`src/rtl/pzcorebus_downsizer_request_arbiter.sv`:
```
// rtl/pzcorebus_downsizer_request_arbiter.sv - round-robin request arbiter with in-order response routing (optional status: PZCOREBUS_DOWNSIZER_ARBITER_STATUS_EN)
module pzcorebus_downsizer_request_arbiter #(
    parameter int REQUESTERS      = 4,
    parameter int MAX_OUTSTANDING = 8
) (
    input  logic                  i_clk,
    input  logic                  i_rst,
    input  logic [REQUESTERS-1:0] i_command_valid,
    output logic [REQUESTERS-1:0] o_command_ready,
    input  logic [REQUESTERS-1:0] i_command_non_posted,
    input  logic [REQUESTERS-1:0] i_command_with_data,
    input  logic [REQUESTERS-1:0] i_data_valid,
    output logic [REQUESTERS-1:0] o_data_ready,
    input  logic [REQUESTERS-1:0] i_data_last,
    output logic [REQUESTERS-1:0] o_command_select,
    output logic [REQUESTERS-1:0] o_data_select,
    output logic                  o_mcommand_valid,
    input  logic                  i_mcommand_ready,
    output logic                  o_mdata_valid,
    input  logic                  i_mdata_ready,
    input  logic                  i_mresponse_valid,
    output logic                  o_mresponse_ready,
    input  logic                  i_mresponse_last,
    output logic [REQUESTERS-1:0] o_response_valid,
    input  logic [REQUESTERS-1:0] i_response_ready,
    output logic [REQUESTERS-1:0] o_response_select,
    output logic                  o_busy
`ifdef PZCOREBUS_DOWNSIZER_ARBITER_STATUS_EN
    ,
    output logic [$clog2(MAX_OUTSTANDING+1)-1:0] o_outstanding,
    output logic                                 o_error
`endif
);
    localparam int GW = $clog2(REQUESTERS);
    localparam int PW = $clog2(MAX_OUTSTANDING);
    localparam int CW = $clog2(MAX_OUTSTANDING + 1);

    typedef enum logic [1:0] {
        IDLE,
        CMD,
        DATA
    } state_t;

    state_t          state;
    logic [GW-1:0]   grant;
    logic [GW-1:0]   rr_ptr;
    logic [REQUESTERS-1:0] grant_onehot;

    logic            arb_found;
    logic [GW-1:0]   arb_index;

    logic [GW-1:0]   fifo_mem [MAX_OUTSTANDING];
    logic [PW-1:0]   wr_ptr;
    logic [PW-1:0]   rd_ptr;
    logic [CW-1:0]   count;
    logic            fifo_empty;
    logic            fifo_full;
    logic [GW-1:0]   head;
    logic [REQUESTERS-1:0] head_onehot;

    logic            in_cmd;
    logic            in_data;
    logic            cmd_fire;
    logic            data_last_fire;
    logic            push;
    logic            pop;

    // Requester index offset from a base, wrapping at REQUESTERS (which need not be a power of 2).
    function automatic logic [GW-1:0] wrap_add(input logic [GW-1:0] base, input int unsigned offset);
        int unsigned sum;
        sum = 32'(base) + offset;
        if (sum >= 32'(REQUESTERS)) begin
            sum = sum - 32'(REQUESTERS);
        end
        return GW'(sum);
    endfunction

    // First valid requester at or above the round-robin pointer, with wrap.
    always_comb begin
        arb_found = 1'b0;
        arb_index = '0;
        for (int k = 0; k < REQUESTERS; k++) begin
            if (!arb_found && i_command_valid[wrap_add(rr_ptr, 32'(k))]) begin
                arb_found = 1'b1;
                arb_index = wrap_add(rr_ptr, 32'(k));
            end
        end
    end

    assign grant_onehot = REQUESTERS'(1) << grant;
    assign in_cmd       = (state == CMD);
    assign in_data      = (state == DATA);

    assign o_command_select = in_cmd ? grant_onehot : '0;
    assign o_mcommand_valid = in_cmd && i_command_valid[grant];
    assign o_command_ready  = (in_cmd && i_mcommand_ready) ? grant_onehot : '0;

    assign o_data_select = in_data ? grant_onehot : '0;
    assign o_mdata_valid = in_data && i_data_valid[grant];
    assign o_data_ready  = (in_data && i_mdata_ready) ? grant_onehot : '0;

    assign cmd_fire       = o_mcommand_valid && i_mcommand_ready;
    assign data_last_fire = o_mdata_valid && i_mdata_ready && i_data_last[grant];

    assign fifo_empty  = (count == '0);
    assign fifo_full   = (count == CW'(MAX_OUTSTANDING));
    assign head        = fifo_mem[rd_ptr];
    assign head_onehot = REQUESTERS'(1) << head;

    assign push = cmd_fire && i_command_non_posted[grant];
    assign pop  = !fifo_empty && i_mresponse_valid && i_response_ready[head] && i_mresponse_last;

    assign o_response_select = fifo_empty ? '0 : head_onehot;
    assign o_response_valid  = (!fifo_empty && i_mresponse_valid) ? head_onehot : '0;
    assign o_mresponse_ready = !fifo_empty && i_response_ready[head];

    assign o_busy = (state != IDLE) || !fifo_empty;

    // Command FSM: the grant is held from arbitration through the end of the write burst.
    always_ff @(posedge i_clk) begin
        if (i_rst) begin
            state  <= IDLE;
            grant  <= '0;
            rr_ptr <= '0;
        end else begin
            case (state)
                IDLE: begin
                    if (arb_found && !fifo_full) begin
                        grant <= arb_index;
                        state <= CMD;
                    end
                end
                CMD: begin
                    if (cmd_fire) begin
                        rr_ptr <= wrap_add(grant, 32'd1);
                        state  <= i_command_with_data[grant] ? DATA : IDLE;
                    end
                end
                DATA: begin
                    if (data_last_fire) begin
                        state <= IDLE;
                    end
                end
                default: state <= IDLE;
            endcase
        end
    end

    // Response-routing FIFO storage; contents are meaningless while count is 0.
    always_ff @(posedge i_clk) begin
        if (push) begin
            fifo_mem[wr_ptr] <= grant;
        end
    end

    // Response-routing FIFO pointers and occupancy; push and pop together keep the count.
    always_ff @(posedge i_clk) begin
        if (i_rst) begin
            wr_ptr <= '0;
            rd_ptr <= '0;
            count  <= '0;
        end else begin
            if (push) begin
                wr_ptr <= wr_ptr + PW'(1);
            end
            if (pop) begin
                rd_ptr <= rd_ptr + PW'(1);
            end
            case ({push, pop})
                2'b10:   count <= count + CW'(1);
                2'b01:   count <= count - CW'(1);
                default: count <= count;
            endcase
        end
    end

`ifdef PZCOREBUS_DOWNSIZER_ARBITER_STATUS_EN
    assign o_outstanding = count;

    // Sticky flag for a response arriving with nothing outstanding.
    always_ff @(posedge i_clk) begin
        if (i_rst) begin
            o_error <= 1'b0;
        end else if (i_mresponse_valid && fifo_empty) begin
            o_error <= 1'b1;
        end
    end
`endif

endmodule

```
`config.mk`:
```
export PLATFORM = sky130hd
export DESIGN_NAME = pzcorebus_downsizer_request_arbiter
export DESIGN_NICKNAME = d
export VERILOG_FILES = /design/src/rtl/pzcorebus_downsizer_request_arbiter.sv
export SDC_FILE = /design/constraint.sdc
export NUM_CORES = 1
export LEC_CHECK = 0
export ABC_AREA = 1
export ABC_CLOCK_PERIOD_IN_PS = 6800
export BUFFER_PORTS_ARGS = -buffer_cell sky130_fd_sc_hd__buf_2
export CAP_MARGIN = 20
export CELL_PAD_IN_SITES_DETAIL_PLACEMENT = 1
export CELL_PAD_IN_SITES_GLOBAL_PLACEMENT = 1
export CORE_ASPECT_RATIO = 1.25
export CORE_UTILIZATION = 41
export CTS_BUF_LIST = sky130_fd_sc_hd__clkbuf_4
export DETAILED_ROUTE_END_ITERATION = 10
export PLACE_DENSITY_LB_ADDON = 0.1
export SYNTH_ARGS = -nofsm -noshare
export SYNTH_HDL_FRONTEND = slang
export SYNTH_SLANG_ARGS = --single-unit
```
`constraint.sdc`:
```
create_clock -name i_clk -period 6.8 [get_ports i_clk]
set_input_delay 0.68 -clock i_clk [delete_from_list [all_inputs] [get_ports i_clk]]
set_output_delay 0.68 -clock i_clk [all_outputs]
set_load 0.02 [all_outputs]
```
==> results.py <==
metrics = {
    "status": {
        "status": "completed",
    },
    "synthesis": {
        "synth-seq-cells": 35,
        "syn-num-nets": 360,
        "synth_compound_gate_area_share": 0.1126,
        "synth.largest_area_cell": "edfxtp_1",
        "synth_cell_type_count": 29,
        "ys_warn_count": 0,
        "yosys.area_share.simple": 0.3149,
        "netlist_area_um2": 2245,
        "yosysSeqAreaShare": 0.3835,
        "postSynthAreaPerCell_um2": 6.993,
        "synth_xor_xnor_area_share": 0.02397,
        "synthArstFlopShare": 0,
        "synth.most_common_cell": "nand2_1",
        "synth_flop_cell": "dfxtp_1",
        "synthMuxAreaShare": 0,
        "synthCells": 321,
        "yosys-top-cells-count": "nand2_1, inv_1, nor2_1, o21ai_0",
        "synth_area_leaders": "edfxtp_1, dfxtp_1, nand2_1",
        "netlist.area_leader.share": 0.2140,
        "synth_adder_area_share": 0.05017,
        "synth_edf_count": 16,
        "synth_top_family_by_area": "simple AND/OR/NAND/NOR gates",
    },
    "timing": {
        "rsz0062_at_grt": "false",
        "maxSlewViolCount": 0,
        "whs_ns": 0.5153,
        "tightest_slew_ns": 0.7290,
        "max_slew_margin": 0.5133,
        "setup_viol": 0,
        "max_freq_mhz": 317.1,
        "min_period_ns": 3.153,
        "min_period_over_period": 0.4637,
        "fin_skew_ns": 0.007050,
        "fin_setup_tns_ns": 0,
        "hold_violations": 0,
    },
    "worst_setup_path": {
        "r2r_slack_ns": 3.65,
        "r2r-end": "count[3]",
        "crit_type": "flip-flop to flip-flop",
        "r2r_cells": 16,
        "worstPathMaxFanout": 21,
        "required_ns": 7.04,
        "reg2reg_from": "grant[0]",
        "crit_arrival_ns": 3.39,
        "cp-start-kind": "flip-flop",
        "critPathCaptureType": "flip-flop",
    },
    "clocking": {
        "numCtsBuffers": 5,
        "hold_buffers": 0,
        "clock_latency_ns": 0.34,
        "clockBufferDepth": 2,
        "clkSlewWorstSetupHoldPaths_ns": 0.11,
        "cts_resized": 0,
        "root_buffer": "clkbuf_4",
        "post_cts_buffers": 0,
        "cts_tree": "built",
        "htree_levels": 2,
        "clock_sinks": 35,
    },
    "pwr": {
        "powerDensity_nw_per_um2": 329.6,
        "ir_drop_v": 0.0001158,
        "p_leak_nw": 1.330,
    },
    "routing": {
        "wl_um": 5798,
        "detailedRoute.firstIterationViolations": 28,
        "vias_per_cell": 4.964,
        "remaining_drc_errors": 0,
        "drt_pass1_iterations": 4,
        "wire_per_inst_um": 13.09,
        "num_vias": 2199,
        "final_antenna_net_count": 0,
    },
    "global_routing": {
        "gr-total-overflow": 0,
        "grt_pass1_wl_um": 9673,
        "grt_usage": 0.2199,
        "grt_pass1_vias": 2241,
        "antenna_found_initial": 0,
        "grt_max_degree": 22,
    },
    "finish": {
        "fin_nets": 419,
        "utilization": 0.5165,
        "fin_cells": 443,
        "diodes": 0,
        "fillers": 718,
        "area_delta_synth_final_pct": 19.40,
        "drive_gt1_frac": 0.2073,
    },
    "floorplanning": {
        "fp.dieW_um": 68.18,
        "coreArea_um2": 5189,
        "fp.dieH_um": 84.73,
        "num_rows": 29,
        "io_pins": 58,
        "start_util": 0.4326,
        "die_area_um2": 5777,
    },
    "min_path": {
        "worstHoldPathCells": 2,
        "whs_endpoint": "count[3]",
        "hold_start": "count[3]",
        "min_path_type": "flip-flop to flip-flop",
    },
    "placed_design": {
        "dp_hpwl_um": 4660,
        "dp_cells": 435,
        "place.gp.congestion": 0.8362,
        "io_buffers": 57,
    },
    "run": {
        "maxCapViolations": 0,
    },
}
-- area by class of cell --
class | count | area (um^2) | area share
flip-flops and latches | 35 | 860.8 | 0.3212
clock inverters | 3 | 67.56 | 0.02521
clock buffers | 5 | 37.54 | 0.01401
inverters | 60 | 225.2 | 0.08403
well taps | 62 | 77.57 | 0.02894
multi-input cells | 221 | 1126 | 0.4202
repair buffers | 57 | 285.3 | 0.1064
-- report_power, final --
group	internal (W)	leakage [nW]	switching (W)
logic	0.000126	0.977	0.000264
clock network	0.000114	0.0514	0.0000713
registers	0.000256	0.301	0.0000516
-- cell families (layout without fill, tap and decap cells) --
logic type,Yosys count,count (layout)
adders and majority gates,9,9
DFF,35,35
and+or+nand+nor,161,161
AOI/OAI and AO/OA,47,47
buffers and inverters,65,125
xor gates and xnor gates,4,4
-- worst max-delay path: stages (launching register included) --
cell and delay (ns):
dfxtp_1 0.81, inv_1 0.40, a21oi_2 0.20, o21ai_1 0.08, nand2_2 0.11, nand3_4 0.10
nor2_4 0.12, inv_2 0.08, ha_1 0.25, nand2_1 0.10, inv_1 0.07, nor2_1 0.13
nand3_1 0.12, o31ai_1 0.10, o211ai_1 0.16, o21ai_0 0.17, a21oi_1 0.06
-- worst max path at each step --
stage	start	end	slack, ns	cells past startpoint
after floorplan	i_command_valid[1]	count[3]	4.50	16
after global placement	grant[0]	count[3]	3.97	16
after detailed placement	grant[0]	count[3]	3.70	16
after CTS	grant[0]	count[3]	3.65	16
after global routing	grant[0]	count[3]	3.33	16
final	grant[0]	count[3]	3.65	16
-- per-stage QoR --
step	area (um^2)	setup WS [ns]	total power (W)
after floorplan	2245	4.495	0.0005908
after global placement	2575	3.969	0.0006913
after detailed placement	2575	3.698	0.0007059
after CTS	2680	3.647	0.0008936
after global routing	2680	3.329	0.0009554
final	2680	3.647	0.0008834
-- state kept, by name, indices dropped and copies added (netlist names), named ones only --
signal and cells:
fifo_mem 16, count 4, rd_ptr 3, wr_ptr 3, grant 2, rr_ptr 2
state 2
-- per-layer routing --
| layer | global-route usage | up-vias | wire, um |
|---|---|---|---|
| met5 | 0 | - | 0 |
| met4 | 0.07765 | 0 | 118 |
| met3 | 0.03804 | 9 | 129 |
| met2 | 0.4180 | 37 | 3141 |
| met1 | 0.2280 | 1018 | 2408 |
| li1 | - | 1135 | - |
-- cells in the final DEF (no fill, tap or decap), types with 4 or more instances in the layout --
cell      Yosys  layout
buf_2         2      57
clkbuf_4      0       5
ha_1          9       9
o21ai_0      24      24
nand3_1      19      19
nand4_1       4       4
inv_1        57      57
dfxtp_1      19      19
edfxtp_1     16      16
nor3_1        8       8
nor2_1       57      57
a21oi_1      14      14
nand2_1      64      64
No activity file was read; power rests on OpenSTA's default activity.
